==> src/rtl/vga_pkg.sv <==
// Shared VGA timing defaults, framebuffer geometry and arbiter types for the VRAM arbiter.
package vga_pkg;

  localparam int unsigned H_ACTIVE_DFLT = 640;
  localparam int unsigned V_ACTIVE_DFLT = 480;
  localparam int unsigned H_TOTAL_DFLT  = 800;
  localparam int unsigned V_TOTAL_DFLT  = 525;

  localparam int unsigned CELL_COLS  = 80;
  localparam int unsigned CELL_ROWS  = 60;
  localparam int unsigned CELL_COUNT = CELL_COLS * CELL_ROWS;

  typedef logic [12:0] addr_t;

  typedef enum logic [1:0] {
    ArbIdle = 2'd0,
    ArbDisp = 2'd1,
    ArbHost = 2'd2
  } arb_state_e;

  typedef struct packed {
    addr_t      addr;
    logic [7:0] data;
  } wr_entry_t;

  function automatic addr_t cell_addr(input logic [6:0] row, input logic [6:0] col);
    return addr_t'(row) * addr_t'(CELL_COLS) + addr_t'(col);
  endfunction

endpackage

==> src/rtl/vram_arbiter_if.sv <==
// Host write channel plus single-port VRAM bus; slave is the arbiter, master is host and RAM.
interface vram_arbiter_if;
  import vga_pkg::*;

  logic       wr_valid;
  logic       wr_ready;
  addr_t      wr_addr;
  logic [7:0] wr_data;
  addr_t      ram_addr;
  logic       ram_we;
  logic [7:0] ram_wdata;
  logic [7:0] ram_rdata;

  modport slave (
    input  wr_valid, wr_addr, wr_data, ram_rdata,
    output wr_ready, ram_addr, ram_we, ram_wdata
  );

  modport master (
    output wr_valid, wr_addr, wr_data, ram_rdata,
    input  wr_ready, ram_addr, ram_we, ram_wdata
  );
endinterface

==> src/rtl/vram_wr_fifo.sv <==
// Synchronous first-word-fall-through FIFO for queued host writes.
module vram_wr_fifo
  import vga_pkg::*;
#(
  parameter int unsigned Depth = 4
) (
  input  logic      clk,
  input  logic      rst,
  input  logic      push_i,
  input  wr_entry_t data_i,
  input  logic      pop_i,
  output wr_entry_t data_o,
  output logic      empty_o,
  output logic      full_o
);

  localparam int unsigned Aw       = (Depth > 1) ? $clog2(Depth) : 1;
  localparam logic [Aw-1:0] LastIdx  = Aw'(Depth - 1);
  localparam logic [Aw-1:0] PtrOne   = Aw'(1);
  localparam logic [Aw:0]   CntOne   = (Aw+1)'(1);
  localparam logic [Aw:0]   DepthCnt = (Aw+1)'(Depth);

  logic [Aw-1:0] wr_ptr_q, rd_ptr_q;
  logic [Aw:0]   cnt_q;
  wr_entry_t     mem_q [Depth];
  logic          do_push, do_pop;

  assign empty_o = (cnt_q == '0);
  assign full_o  = (cnt_q == DepthCnt);
  assign do_pop  = pop_i && !empty_o;
  // A full FIFO still takes a push when the head leaves in the same cycle.
  assign do_push = push_i && (!full_o || do_pop);
  assign data_o  = mem_q[rd_ptr_q];

  always_ff @(posedge clk) begin
    if (rst) begin
      wr_ptr_q <= '0;
      rd_ptr_q <= '0;
      cnt_q    <= '0;
    end else begin
      if (do_push) wr_ptr_q <= (wr_ptr_q == LastIdx) ? '0 : wr_ptr_q + PtrOne;
      if (do_pop)  rd_ptr_q <= (rd_ptr_q == LastIdx) ? '0 : rd_ptr_q + PtrOne;
      if (do_push && !do_pop)      cnt_q <= cnt_q + CntOne;
      else if (do_pop && !do_push) cnt_q <= cnt_q - CntOne;
    end
  end

  always_ff @(posedge clk) begin
    if (do_push) mem_q[wr_ptr_q] <= data_i;
  end

endmodule

==> src/rtl/vram_arbiter.sv <==
// VRAM arbiter: display cell fetches always win, queued host writes fill the idle cycles.
// Define VRAM_ARB_STATS_EN to add the wr_stall_cnt backpressure counter output.
module vram_arbiter
  import vga_pkg::*;
#(
  parameter int unsigned H_ACTIVE   = H_ACTIVE_DFLT,
  parameter int unsigned V_ACTIVE   = V_ACTIVE_DFLT,
  parameter int unsigned H_TOTAL    = H_TOTAL_DFLT,
  parameter int unsigned V_TOTAL    = V_TOTAL_DFLT,
  parameter int unsigned FIFO_DEPTH = 4
) (
  input  logic          clk,
  input  logic          rst,
  input  logic [9:0]    x_axis,
  input  logic [9:0]    y_axis,
  vram_arbiter_if.slave bus,
  output logic [7:0]    pixel_data,
  output logic [1:0]    arb_state
`ifdef VRAM_ARB_STATS_EN
  ,
  output logic [15:0]   wr_stall_cnt
`endif
);

  localparam logic [9:0] HSlotLim  = 10'(H_ACTIVE - 8);
  localparam logic [9:0] VActW     = 10'(V_ACTIVE);
  localparam logic [9:0] HWrap     = 10'(H_TOTAL - 2);
  localparam logic [9:0] VLast     = 10'(V_TOTAL - 1);
  localparam addr_t      CellCount = addr_t'(CELL_COUNT);

  logic [9:0] y_next;
  logic       slot_cell, slot_line, slot;
  addr_t      slot_addr;

  // Decode on the current x/y so the registered RAM address lands on the slot cycle.
  always_comb begin
    y_next    = (y_axis == VLast) ? '0 : y_axis + 10'd1;
    slot_cell = (x_axis[2:0] == 3'd6) && (x_axis < HSlotLim) && (y_axis < VActW);
    slot_line = (x_axis == HWrap) && (y_next < VActW);
    slot      = slot_cell || slot_line;
    slot_addr = slot_line ? cell_addr(y_next[9:3], 7'd0)
                          : cell_addr(y_axis[9:3], x_axis[9:3] + 7'd1);
  end

  wr_entry_t wr_in, head;
  logic      fifo_empty, fifo_full, push, pop;

  assign wr_in        = '{addr: bus.wr_addr, data: bus.wr_data};
  assign bus.wr_ready = !fifo_full && !rst;
  assign push         = bus.wr_valid && bus.wr_ready;
  assign pop          = !slot && !fifo_empty;

  vram_wr_fifo #(
    .Depth(FIFO_DEPTH)
  ) u_fifo (
    .clk    (clk),
    .rst    (rst),
    .push_i (push),
    .data_i (wr_in),
    .pop_i  (pop),
    .data_o (head),
    .empty_o(fifo_empty),
    .full_o (fifo_full)
  );

  arb_state_e state_q;
  addr_t      ram_addr_q;
  logic       ram_we_q, rd_pend_q;
  logic [7:0] ram_wdata_q, pixel_q;

  always_ff @(posedge clk) begin
    if (rst) begin
      state_q     <= ArbIdle;
      ram_addr_q  <= '0;
      ram_we_q    <= 1'b0;
      ram_wdata_q <= '0;
      rd_pend_q   <= 1'b0;
      pixel_q     <= '0;
    end else begin
      // Read data returns one cycle after the DISP cycle.
      rd_pend_q <= (state_q == ArbDisp);
      if (rd_pend_q) pixel_q <= bus.ram_rdata;

      if (slot) begin
        state_q    <= ArbDisp;
        ram_addr_q <= slot_addr;
        ram_we_q   <= 1'b0;
      end else if (!fifo_empty) begin
        state_q  <= ArbHost;
        ram_we_q <= (head.addr < CellCount);
        if (head.addr < CellCount) begin
          ram_addr_q  <= head.addr;
          ram_wdata_q <= head.data;
        end
      end else begin
        state_q  <= ArbIdle;
        ram_we_q <= 1'b0;
      end
    end
  end

  assign bus.ram_addr  = ram_addr_q;
  assign bus.ram_we    = ram_we_q;
  assign bus.ram_wdata = ram_wdata_q;
  assign pixel_data    = pixel_q;
  assign arb_state     = state_q;

`ifdef VRAM_ARB_STATS_EN
  logic [15:0] stall_q;

  always_ff @(posedge clk) begin
    if (rst) begin
      stall_q <= '0;
    end else if (bus.wr_valid && !bus.wr_ready && (stall_q != 16'hFFFF)) begin
      stall_q <= stall_q + 16'd1;
    end
  end

  assign wr_stall_cnt = stall_q;
`endif

endmodule

==> src/flat_wrapper.sv <==
// flat-port wrapper written by rule: the top's interface ports become plain ports
module vram_arbiter_flat import vga_pkg::*;
#(
  parameter int unsigned H_ACTIVE   = H_ACTIVE_DFLT,
  parameter int unsigned V_ACTIVE   = V_ACTIVE_DFLT,
  parameter int unsigned H_TOTAL    = H_TOTAL_DFLT,
  parameter int unsigned V_TOTAL    = V_TOTAL_DFLT,
  parameter int unsigned FIFO_DEPTH = 4
)
  (clk, rst, x_axis, y_axis, pixel_data, arb_state, bus_wr_valid, bus_wr_addr, bus_wr_data, bus_ram_rdata, bus_wr_ready, bus_ram_addr, bus_ram_we, bus_ram_wdata);
  vram_arbiter_if bus_i ();
  input  logic clk;
  input  logic rst;
  input  logic [9:0] x_axis;
  input  logic [9:0] y_axis;
  output logic [7:0] pixel_data;
  output logic [1:0] arb_state;
  input wire logic [$bits(bus_i.wr_valid)-1:0] bus_wr_valid;
  input wire logic [$bits(bus_i.wr_addr)-1:0] bus_wr_addr;
  input wire logic [$bits(bus_i.wr_data)-1:0] bus_wr_data;
  input wire logic [$bits(bus_i.ram_rdata)-1:0] bus_ram_rdata;
  output wire logic [$bits(bus_i.wr_ready)-1:0] bus_wr_ready;
  output wire logic [$bits(bus_i.ram_addr)-1:0] bus_ram_addr;
  output wire logic [$bits(bus_i.ram_we)-1:0] bus_ram_we;
  output wire logic [$bits(bus_i.ram_wdata)-1:0] bus_ram_wdata;
  assign bus_i.wr_valid = bus_wr_valid;
  assign bus_i.wr_addr = bus_wr_addr;
  assign bus_i.wr_data = bus_wr_data;
  assign bus_i.ram_rdata = bus_ram_rdata;
  assign bus_wr_ready = bus_i.wr_ready;
  assign bus_ram_addr = bus_i.ram_addr;
  assign bus_ram_we = bus_i.ram_we;
  assign bus_ram_wdata = bus_i.ram_wdata;
  vram_arbiter #(.H_ACTIVE(H_ACTIVE), .V_ACTIVE(V_ACTIVE), .H_TOTAL(H_TOTAL), .V_TOTAL(V_TOTAL), .FIFO_DEPTH(FIFO_DEPTH)) u_core (.clk(clk), .rst(rst), .x_axis(x_axis), .y_axis(y_axis), .bus(bus_i), .pixel_data(pixel_data), .arb_state(arb_state));
endmodule
==> config.mk <==
export PLATFORM = sky130hd
export DESIGN_NAME = vram_arbiter_flat
export DESIGN_NICKNAME = d
export VERILOG_FILES = /design/src/rtl/vga_pkg.sv /design/src/rtl/vram_arbiter_if.sv /design/src/rtl/vram_wr_fifo.sv /design/src/rtl/vram_arbiter.sv /design/src/flat_wrapper.sv
export SDC_FILE = /design/constraint.sdc
export NUM_CORES = 1
export LEC_CHECK = 0
export ABC_AREA = 1
export BUFFER_PORTS_ARGS = -buffer_cell sky130_fd_sc_hd__buf_2
export CORE_UTILIZATION = 40
export CTS_CLUSTER_DIAMETER = 100
export DETAILED_ROUTE_END_ITERATION = 8
export GPL_ROUTABILITY_DRIVEN = 0
export MAX_ROUTING_LAYER = met4
export SLEW_MARGIN = 20
export SYNTH_ARGS = -nofsm -noshare
export SYNTH_HDL_FRONTEND = slang
export SYNTH_SLANG_ARGS = --single-unit
==> constraint.sdc <==
create_clock -name clk -period 2.7 [get_ports clk]
set_input_delay 0.27 -clock clk [delete_from_list [all_inputs] [get_ports clk]]
set_output_delay 0.27 -clock clk [all_outputs]
set_load 0.05 [all_outputs]
==> results of run 1 <==
-- through the flow --
stage,utilization (%),cells
after global routing,49.5,1013
after floorplan,-,694
after CTS,49.5,1013
after detailed placement,45.4,981
after global placement,45.4,981
final,49.5,1013
-- final timing paths --
kind	cells past startpoint	start	slack, ns	endpoint
setup / recovery	17	y_axis[0]	0.41	u_core.bus.ram_addr[11]
hold / removal	1	bus_wr_data[1]	0.06	u_core.u_fifo.mem_q[2][1]
setup reg to reg	11	flip-flop	0.49	u_core.bus.ram_addr[1]
hold reg to reg	1	u_core.arb_state[1]	0.42	u_core.rd_pend_q
-- cells in the mapped netlist, types with 2 or more instances --
cell type	count
nand2_1	161
edfxtp_1	84
nor2_1	79
inv_1	75
o21ai_0	46
dfxtp_1	42
nand3_1	41
ha_1	30
a21oi_1	28
nand4_1	12
o22ai_1	10
xor2_1	9
nand2_2	8
buf_2	7
buf_6	6
o21ai_1	6
clkbuf_1	5
nor2_2	5
a32oi_1	4
fa_1	4
inv_2	4
nor3_1	4
nand3b_1	3
xnor2_1	3
buf_4	2
nand3_2	2
nor2_4	2
-- cell families after synthesis --
| logic type | after synthesis | synth area share, % |
|---|---|---|
| DFF | 126 | 53.3 |
| buffers and inverters | 101 | 7.02 |
| adders and majority gates | 34 | 7.22 |
| and+or+nand+nor | 324 | 22.5 |
| xor gates and xnor gates | 12 | 1.67 |
| AOI/OAI and AO/OA | 97 | 8.25 |
-- flip-flops by register name (all words and copies together) (netlist names), named ones only --
| name | count |
|---|---|
| u_core.u_fifo.mem_q | 84 |
| u_core.u_fifo.rd_ptr_q | 2 |
| u_core.arb_state | 2 |
| u_core.u_fifo.cnt_q | 3 |
| u_core.rd_pend_q | 1 |
| u_core.bus.ram_addr | 13 |
| u_core.bus.ram_we | 1 |
| u_core.pixel_data | 8 |
| u_core.bus.ram_wdata | 8 |
| u_core.u_fifo.wr_ptr_q | 2 |
-- layout make-up --
cell class	count	share of cell area [%]
clock buffers	21	5.81
repair buffers	96	6.74
flip-flops and latches	126	44.4
well taps	211	3.48
inverters	81	4.04
clock inverters	11	2.49
multi-input cells	467	33.1
-- layer usage --
layer / GRT usage (%) / up-vias
met5: - / -
met4: 8.79 / 0
met1: 23.4 / 2387
met3: 3.69 / 25
li1: - / 2509
met2: 32.9 / 126
-- power by group through the flow --
stage	Combinational (mW)	Clock, mW	Sequential (mW)
finish	2.67	2.42	2.52
global route	2.96	2.55	2.55
CTS	2.69	2.46	2.52
detailed placement	2.68	0	2.55
global placement	2.63	0	2.54
floorplan	1.58	0	3.01
-- worst max-delay path, cell delays in order --
cell	delay [ns]
buf_2	0.10
nand2_1	0.11
nor2_2	0.07
or2_2	0.27
and3b_1	0.20
ha_1	0.20
ha_1	0.20
fa_1	0.38
nand2_1	0.08
inv_1	0.05
o21ai_0	0.14
nand2_1	0.08
xor2_1	0.14
inv_1	0.06
nand2_1	0.05
nand4_1	0.10
nand3_1	0.08
==> results_tabular.tex, run 1 <==
\begin{tabular}{lr}
\hline
Metric & Value \\
\hline
\multicolumn{2}{l}{\textbf{Floorplan}} \\
\quad Starting density of the core & between 40\% and 50\% \\
\quad Y dimension of the die & 128 microns \\
\quad Top Ports & 85 \\
\quad Total die area & 16300 sq um \\
\quad Die W & 128 microns \\
\quad Placement Rows & 45 \\
\quad Core Area & 15300 sq um \\
\multicolumn{2}{l}{\textbf{Clocking}} \\
\quad CTS tree & built \\
\quad Inserted Clock Buffers & 17 \\
\quad Total of hold buffers inserted after clock tree synthesis & 0 \\
\quad Post-CTS resize count & 0 \\
\quad Clock sinks & 126 \\
\quad CTS Root Cell & clkbuf\_16 \\
\quad Clock input transition at the sequential cells of the worst setup and hold paths & around 0.05 ns \\
\quad Maximum count of clock buffers along a single path & 2 \\
\quad Setup Buffers After CTS & 0 \\
\quad Htree depth & 4 \\
\quad Source-to-sink clock delay at the later pin of the worst-skew pair & 0.42 ns \\
\multicolumn{2}{l}{\textbf{Routing}} \\
\quad Count of vias placed by the detailed router & 5047 \\
\quad Detailed-routing wirelength on met1 & 6.65 mm \\
\quad Uppermost signal routing layer after detailed routing & met4 \\
\quad Final routed wire length divided by cell count & 14.5 microns \\
\quad Routed length on met3 & 597 microns \\
\quad Detail Route met2 WL & 7.11 mm \\
\quad Mean number of vias per cell & 4.98 \\
\quad DR iter-0 viols & roughly 280 \\
\quad Wirelength, routed & approximately 15 mm \\
\quad DRC Markers & 0 \\
\quad Iteration count of the initial detailed-routing pass & 5 \\
\quad Number of nets with antenna violations after routing & 0 \\
\multicolumn{2}{l}{\textbf{Timing}} \\
\quad Worst relative slew slack & 66.2\% \\
\quad Transition at the pin with the smallest max-transition slack & just over 0.5 ns \\
\quad Hold Worst Slack & 0.0616 ns \\
\quad Number of max-slew violations in the final report & 0 \\
\quad Maximum operating frequency & 436 MHz \\
\quad Final period utilization & between 80\% and 90\% \\
\quad Count of endpoints failing hold in the final timing report & 0 \\
\quad Final critical delay including setup and external delays & 2.29 ns \\
\quad Setup Skew & 0.0169 ns \\
\quad Fin worst setup slack & 0.408 ns \\
\quad RSZ-0062 raised after global routing & no \\
\quad Final setup TNS & 0 ns \\
\quad Final setup violation count & 0 \\
\multicolumn{2}{l}{\textbf{Pwr}} \\
\quad Pwr per Cell Area & 1000 nW/um\^{}2 \\
\quad Clk pwr share & 31.8\% \\
\quad Switching share of total power & a little under two fifths \\
\quad Seq pwr share & 33.1\% \\
\quad Sw Pwr & 2.86 mW \\
\quad Tot Pwr & about 7.6 mW \\
\quad P\_leak & 3.44 nW \\
\quad Peak supply drop & 0.000686 V \\
\quad Combinational cell fraction of total power & between 30\% and 40\% \\
\quad Internal cell power & 4.76 mW \\
\multicolumn{2}{l}{\textbf{Setup path}} \\
\quad Largest fanout on the critical path & 5 \\
\quad Worst endpoint required time & 3.00 ns \\
\quad CP Class & in2reg \\
\quad Sort of element at the start of the critical path & input pin \\
\quad Capturing element type of the critical path & flip-flop \\
\quad Data arrival at the endpoint of the critical path & 2.59 ns \\
\multicolumn{2}{l}{\textbf{Synthesis}} \\
\quad Leading area contributor after synthesis & edfxtp\_1 \\
\quad Ranking of synthesized cells by area & edfxtp\_1 (40\%), dfxtp\_1 (13\%), nand2\_1 (9.6\%) \\
\quad Number of cells produced by synthesis & about 690 \\
\quad Leading register cell type out of synthesis & edfxtp\_1 \\
\quad Fraction of post-synthesis cell area in the top cell type by area & 40.0\% \\
\quad Synth warnings & 0 \\
\quad Total nets after synthesis & 780 \\
\quad EDFF count, synth & between 80 and 90 \\
\quad Area of the mapped netlist & approximately 6300 sq um \\
\quad Synthesized flop and latch total & $\sim$130 \\
\quad Yosys cell types & 39 \\
\quad Proportion of synthesized flip-flops having asynchronous set or reset & 0\% \\
\quad Sequential element share of the synthesized area & 53.3\% \\
\quad Average size of a mapped cell & 9.09 sq um \\
\multicolumn{2}{l}{\textbf{Flow run}} \\
\quad Number of max-cap violations & 0 \\
\multicolumn{2}{l}{\textbf{Cells and area}} \\
\quad Count of inserted antenna diode cells & 0 \\
\quad Area growth from synthesis to final layout & 20.2\% \\
\quad Fraction of final layout cells sized beyond drive strength 1 & 18.6\% \\
\quad Filler Cells Inserted & 1478 \\
\quad Leading cell type in the layout, fill and taps excluded & nand2\_1 \\
\quad Final Net Count & 875 \\
\quad Area occupied by registers & 3360 sq um \\
\quad Final design area excluding fillers & 7580 sq um \\
\quad Highest-count cells in the layout ignoring fill and taps & nand2\_1 (161), buf\_2 (84), edfxtp\_1 (84), nor2\_1 (79), inv\_1 (75) \\
\quad Area of combinational cells with multiple inputs & 2500 sq um \\
\multicolumn{2}{l}{\textbf{Global route}} \\
\quad Antenna violations before repair & 0 \\
\quad Wire length of the first global-routing pass & 23.6 mm \\
\quad Total global-route track usage & 19.7\% \\
\quad Vias in the first global route & 4832 \\
\quad GR Overflow Total & 0 \\
\quad Pin count of the biggest net entering global routing & 42 \\
\multicolumn{2}{l}{\textbf{Run status}} \\
\quad Status & finished, final reports clean \\
\multicolumn{2}{l}{\textbf{Place}} \\
\quad Post-DP Area & 6950 sq um \\
\quad Number of port buffers & between 80 and 90 \\
\quad Setup slack after placement & 0.00576 ns \\
\quad Sum of net half-perimeters after detailed placement & 10.4 mm \\
\multicolumn{2}{l}{\textbf{Worst hold path}} \\
\quad Hold Path Class & in2reg \\
\hline
\end{tabular}
No activity file was read; power rests on OpenSTA's default activity.
==> inputs of run 2 (changes only) <==
--- a/config.mk
+++ b/config.mk
@@ -5,7 +5,7 @@
 export SDC_FILE = /design/constraint.sdc
 export NUM_CORES = 1
 export LEC_CHECK = 0
-export ABC_AREA = 1
+export ABC_AREA = 0
 export BUFFER_PORTS_ARGS = -buffer_cell sky130_fd_sc_hd__buf_2
 export CORE_UTILIZATION = 40
 export CTS_CLUSTER_DIAMETER = 100
==> constraint.sdc (replaced) <==
create_clock -name clk -period 1.9 [get_ports clk]
set_input_delay 0.19 -clock clk [delete_from_list [all_inputs] [get_ports clk]]
set_output_delay 0.19 -clock clk [all_outputs]
set_load 0.05 [all_outputs]
==> run 2 against run 1 <==
The flow now finishes with violations (negative setup slack). Hold slack got worse by 0.044 ns. Non-clock buffer count increased by 113. Final cell count decreased by 17%. Die area decreased by 6.5%. Via count decreased by 14%. Core utilization increased by 12 points. Critical path depth decreased by 9. Sequential power increased by 41%. Worst setup slack got worse by 0.69 ns. Power increased by 54%. First-iteration DRC count increased by 3.9%. Highest routed layer unchanged.
==> results_tabular.tex, run 2 <==
\begin{tabular}{lr}
\hline
Metric & Value \\
\hline
\multicolumn{2}{l}{\textbf{Cells and area}} \\
\quad Number of flip-flops under the largest register name & between 80 and 90 \\
\quad Most flops, register & u\_core.u\_fifo.mem\_q \\
\quad Count of inserted antenna diode cells & 0 \\
\quad Highest-count cells in the layout ignoring fill and taps & buf\_4 (91), edfxtp\_1 (84), buf\_2 (73), dfxtp\_1 (40), nor2\_1 (37) \\
\quad Area growth from synthesis to final layout & 47.4\% \\
\quad Leading cell type in the layout, fill and taps excluded & buf\_4 \\
\quad Count of non-filler cells in the finished layout & around 840 \\
\quad Final Net Count & 730 \\
\quad Final core utilization & 61.6\% \\
\quad Final design area excluding fillers & 8680 sq um \\
\quad Fraction of final layout cells sized beyond drive strength 1 & 46.2\% \\
\multicolumn{2}{l}{\textbf{Routing}} \\
\quad Mean number of vias per cell & approximately 5.2 \\
\quad Iteration count of the initial detailed-routing pass & 4 \\
\quad Wirelength, routed & 13.9 mm \\
\quad DR iter-0 viols & 290 \\
\quad Final routed wire length divided by cell count & roughly 17 microns \\
\quad Count of vias placed by the detailed router & 4318 \\
\quad Number of nets with antenna violations after routing & 0 \\
\quad DRC Markers & 0 \\
\multicolumn{2}{l}{\textbf{Floorplan}} \\
\quad Core Area & about 14000 sq um \\
\quad Starting density of the core & a little over two fifths \\
\quad Placement Rows & 43 \\
\quad Y dimension of the die & about 120 microns \\
\quad Total die area & around 15000 sq um \\
\quad Die W & roughly 120 microns \\
\quad Top Ports & between 80 and 90 \\
\multicolumn{2}{l}{\textbf{Clocking}} \\
\quad Clock sinks & approximately 130 \\
\quad Htree depth & 4 \\
\quad Maximum count of clock buffers along a single path & 2 \\
\quad Inserted Clock Buffers & 17 \\
\quad CTS tree & built \\
\quad Clock input transition at the sequential cells of the worst setup and hold paths & about 0.060 ns \\
\quad CTS Root Cell & clkbuf\_16 \\
\quad Source-to-sink clock delay at the later pin of the worst-skew pair & 0.41 ns \\
\multicolumn{2}{l}{\textbf{Synthesis}} \\
\quad Most common library cells after synthesis & edfxtp\_1 (84), dfxtp\_1 (42), nor2\_1 (38) \\
\quad Area of the mapped netlist & 5890 sq um \\
\quad Leading register cell type out of synthesis & edfxtp\_1 \\
\quad Fraction of post-synthesis cell area in the top cell type by area & 42.8\% \\
\quad Leading area contributor after synthesis & edfxtp\_1 \\
\quad Synthesized flop and latch total & 126 \\
\quad Average size of a mapped cell & 13.6 sq um \\
\quad Most frequently used cell type in the post-synthesis netlist & edfxtp\_1 \\
\quad Ranking of synthesized cells by area & edfxtp\_1 (43\%), dfxtp\_1 (14\%), mux4\_2 (8.0\%) \\
\quad Total nets after synthesis & 519 \\
\quad Number of cells produced by synthesis & approximately 430 \\
\quad EDFF count, synth & 84 \\
\quad Yosys cell types & 62 \\
\quad Sequential element share of the synthesized area & 57.1\% \\
\quad Proportion of synthesized flip-flops having asynchronous set or reset & 0\% \\
\quad Synth warnings & 0 \\
\multicolumn{2}{l}{\textbf{Setup path}} \\
\quad Largest incremental delay on the critical path & $\sim$0.55 ns \\
\quad Data arrival at the endpoint of the critical path & 2.53 ns \\
\quad Worst endpoint required time & 2.24 ns \\
\quad Sort of element at the start of the critical path & flip-flop \\
\quad Crit path cell chain & buf\_12 > mux4\_2 > a21oi\_4 > o211ai\_4 > buf\_4 > o211a\_4 > a311o\_1 > a21oi\_2 \\
\quad Library cell contributing the largest single delay on the critical path & mux4\_2 \\
\quad Number of buffer and inverter instances along the worst setup path & 2 \\
\quad Capturing element type of the critical path & flip-flop \\
\quad CP Class & reg2reg \\
\quad Largest fanout on the critical path & 5 \\
\quad Critical path's top delay family & compound AO/OA/AOI/OAI gates \\
\multicolumn{2}{l}{\textbf{Pwr}} \\
\quad Peak supply drop & approximately 0.00085 V \\
\quad P\_leak & roughly 3.4 nW \\
\quad Pwr per Cell Area & 1350 nW/um\^{}2 \\
\quad Tot Pwr & 11.7 mW \\
\multicolumn{2}{l}{\textbf{Place}} \\
\quad Post-Place Cells & about 770 \\
\quad Sum of net half-perimeters after detailed placement & 9.55 mm \\
\quad Post-DP Area & between 7000 and 8000 sq um \\
\quad Setup slack after placement & -0.718 ns \\
\quad Number of port buffers & 84 \\
\multicolumn{2}{l}{\textbf{Timing}} \\
\quad Hold Worst Slack & 0.0179 ns \\
\quad Count of endpoints failing hold in the final timing report & 0 \\
\quad Final setup TNS & -4.70 ns \\
\quad Final period utilization & 115\% \\
\quad Final critical delay including setup and external delays & 2.19 ns \\
\quad Final setup violation count & 24 \\
\quad Maximum operating frequency & roughly 460 MHz \\
\quad Transition at the pin with the smallest max-transition slack & 0.514 ns \\
\quad Number of max-slew violations in the final report & 0 \\
\quad Worst relative slew slack & 65.6\% \\
\quad Fin worst setup slack & -0.287 ns \\
\quad RSZ-0062 raised after global routing & yes \\
\quad Setup Skew & 0.0108 ns \\
\multicolumn{2}{l}{\textbf{Global route}} \\
\quad Total global-route track usage & 20.3\% \\
\quad Antenna violations before repair & 0 \\
\quad Pin count of the biggest net entering global routing & 42 \\
\quad Vias in the first global route & 4327 \\
\quad GR Overflow Total & 0 \\
\quad Wire length of the first global-routing pass & 22.1 mm \\
\multicolumn{2}{l}{\textbf{Flow run}} \\
\quad Number of max-cap violations & 0 \\
\multicolumn{2}{l}{\textbf{Run status}} \\
\quad Failing checks & negative setup slack \\
\quad Status & finished, violations left \\
\multicolumn{2}{l}{\textbf{Worst hold path}} \\
\quad Hold Path Class & in2reg \\
\hline
\end{tabular}
## run 2: cell count changes after synthesis, moves of 7 or more
cell and delta:
nor2_1 -41, nand4_1 -7, nand2_1 -132, xnor2_1 +9, o22ai_1 -10, o21ai_0 -44, o211ai_1 +7, nand2_2 -8
mux2i_1 +19, a21oi_1 -7, inv_1 -65, mux4_2 +21, nand3_1 -30
## run 2: what timing repair did
| action | 4_1_cts | 5_1_grt |
|---|---|---|
| gates resized for setup | 41 | 29 |
| buffers inserted | 10 | 2 |
| pin swaps | 14 | 11 |
| hold buffers | 18 | 0 |
| endpoints found under the hold margin | 67 | 0 |
| cloned | 2 | 0 |
| setup endpoints to repair | 24 | 24 |
## run 2: logic make-up after synthesis
family	share of synthesized area (%)
xor gates and xnor gates	3.42
DFF	57.1
muxes	11.6
and+or+nand+nor	9.48
AOI/OAI and AO/OA	8.41
buffers and inverters	2.21
adders and majority gates	7.73
## run 2: worst paths after layout
check,from,endpoint,slack [ns],cells after the start
max reg2reg,flip-flop,u_core.bus.ram_addr[4],-0.29,8
min reg2reg,u_core.arb_state[1],u_core.rd_pend_q,0.41,1
max,flip-flop,u_core.bus.ram_addr[4],-0.29,8
min,bus_wr_data[3],u_core.u_fifo.mem_q[1][3],0.02,1
## run 2: power breakdown
group	switching, mW	internal (mW)
Combinational	2.61	2.38
Sequential	0.213	3.35
Clock	1.12	2.04
## run 2: area by class of cell
cell class | instances | area (sq um)
multi-input combinational | 279 | 2810
clock buffer | 19 | 433
inverter | 11 | 43.8
timing repair buffer | 209 | 1660
clock inverter | 12 | 145
tap | 180 | 225
fill | 1092 | 5420
sequential | 126 | 3370
## run 2: routing by layer
layer	global-route usage [%]	wire length, microns	part of all wire [%]	vias to the layer above
met5	-	0	0	-
met4	7.15	153	1.1	0
met2	31.4	6810	49	121
met1	26.4	6260	45	2111
li1	-	-	-	2070
met3	4.43	680	4.9	16
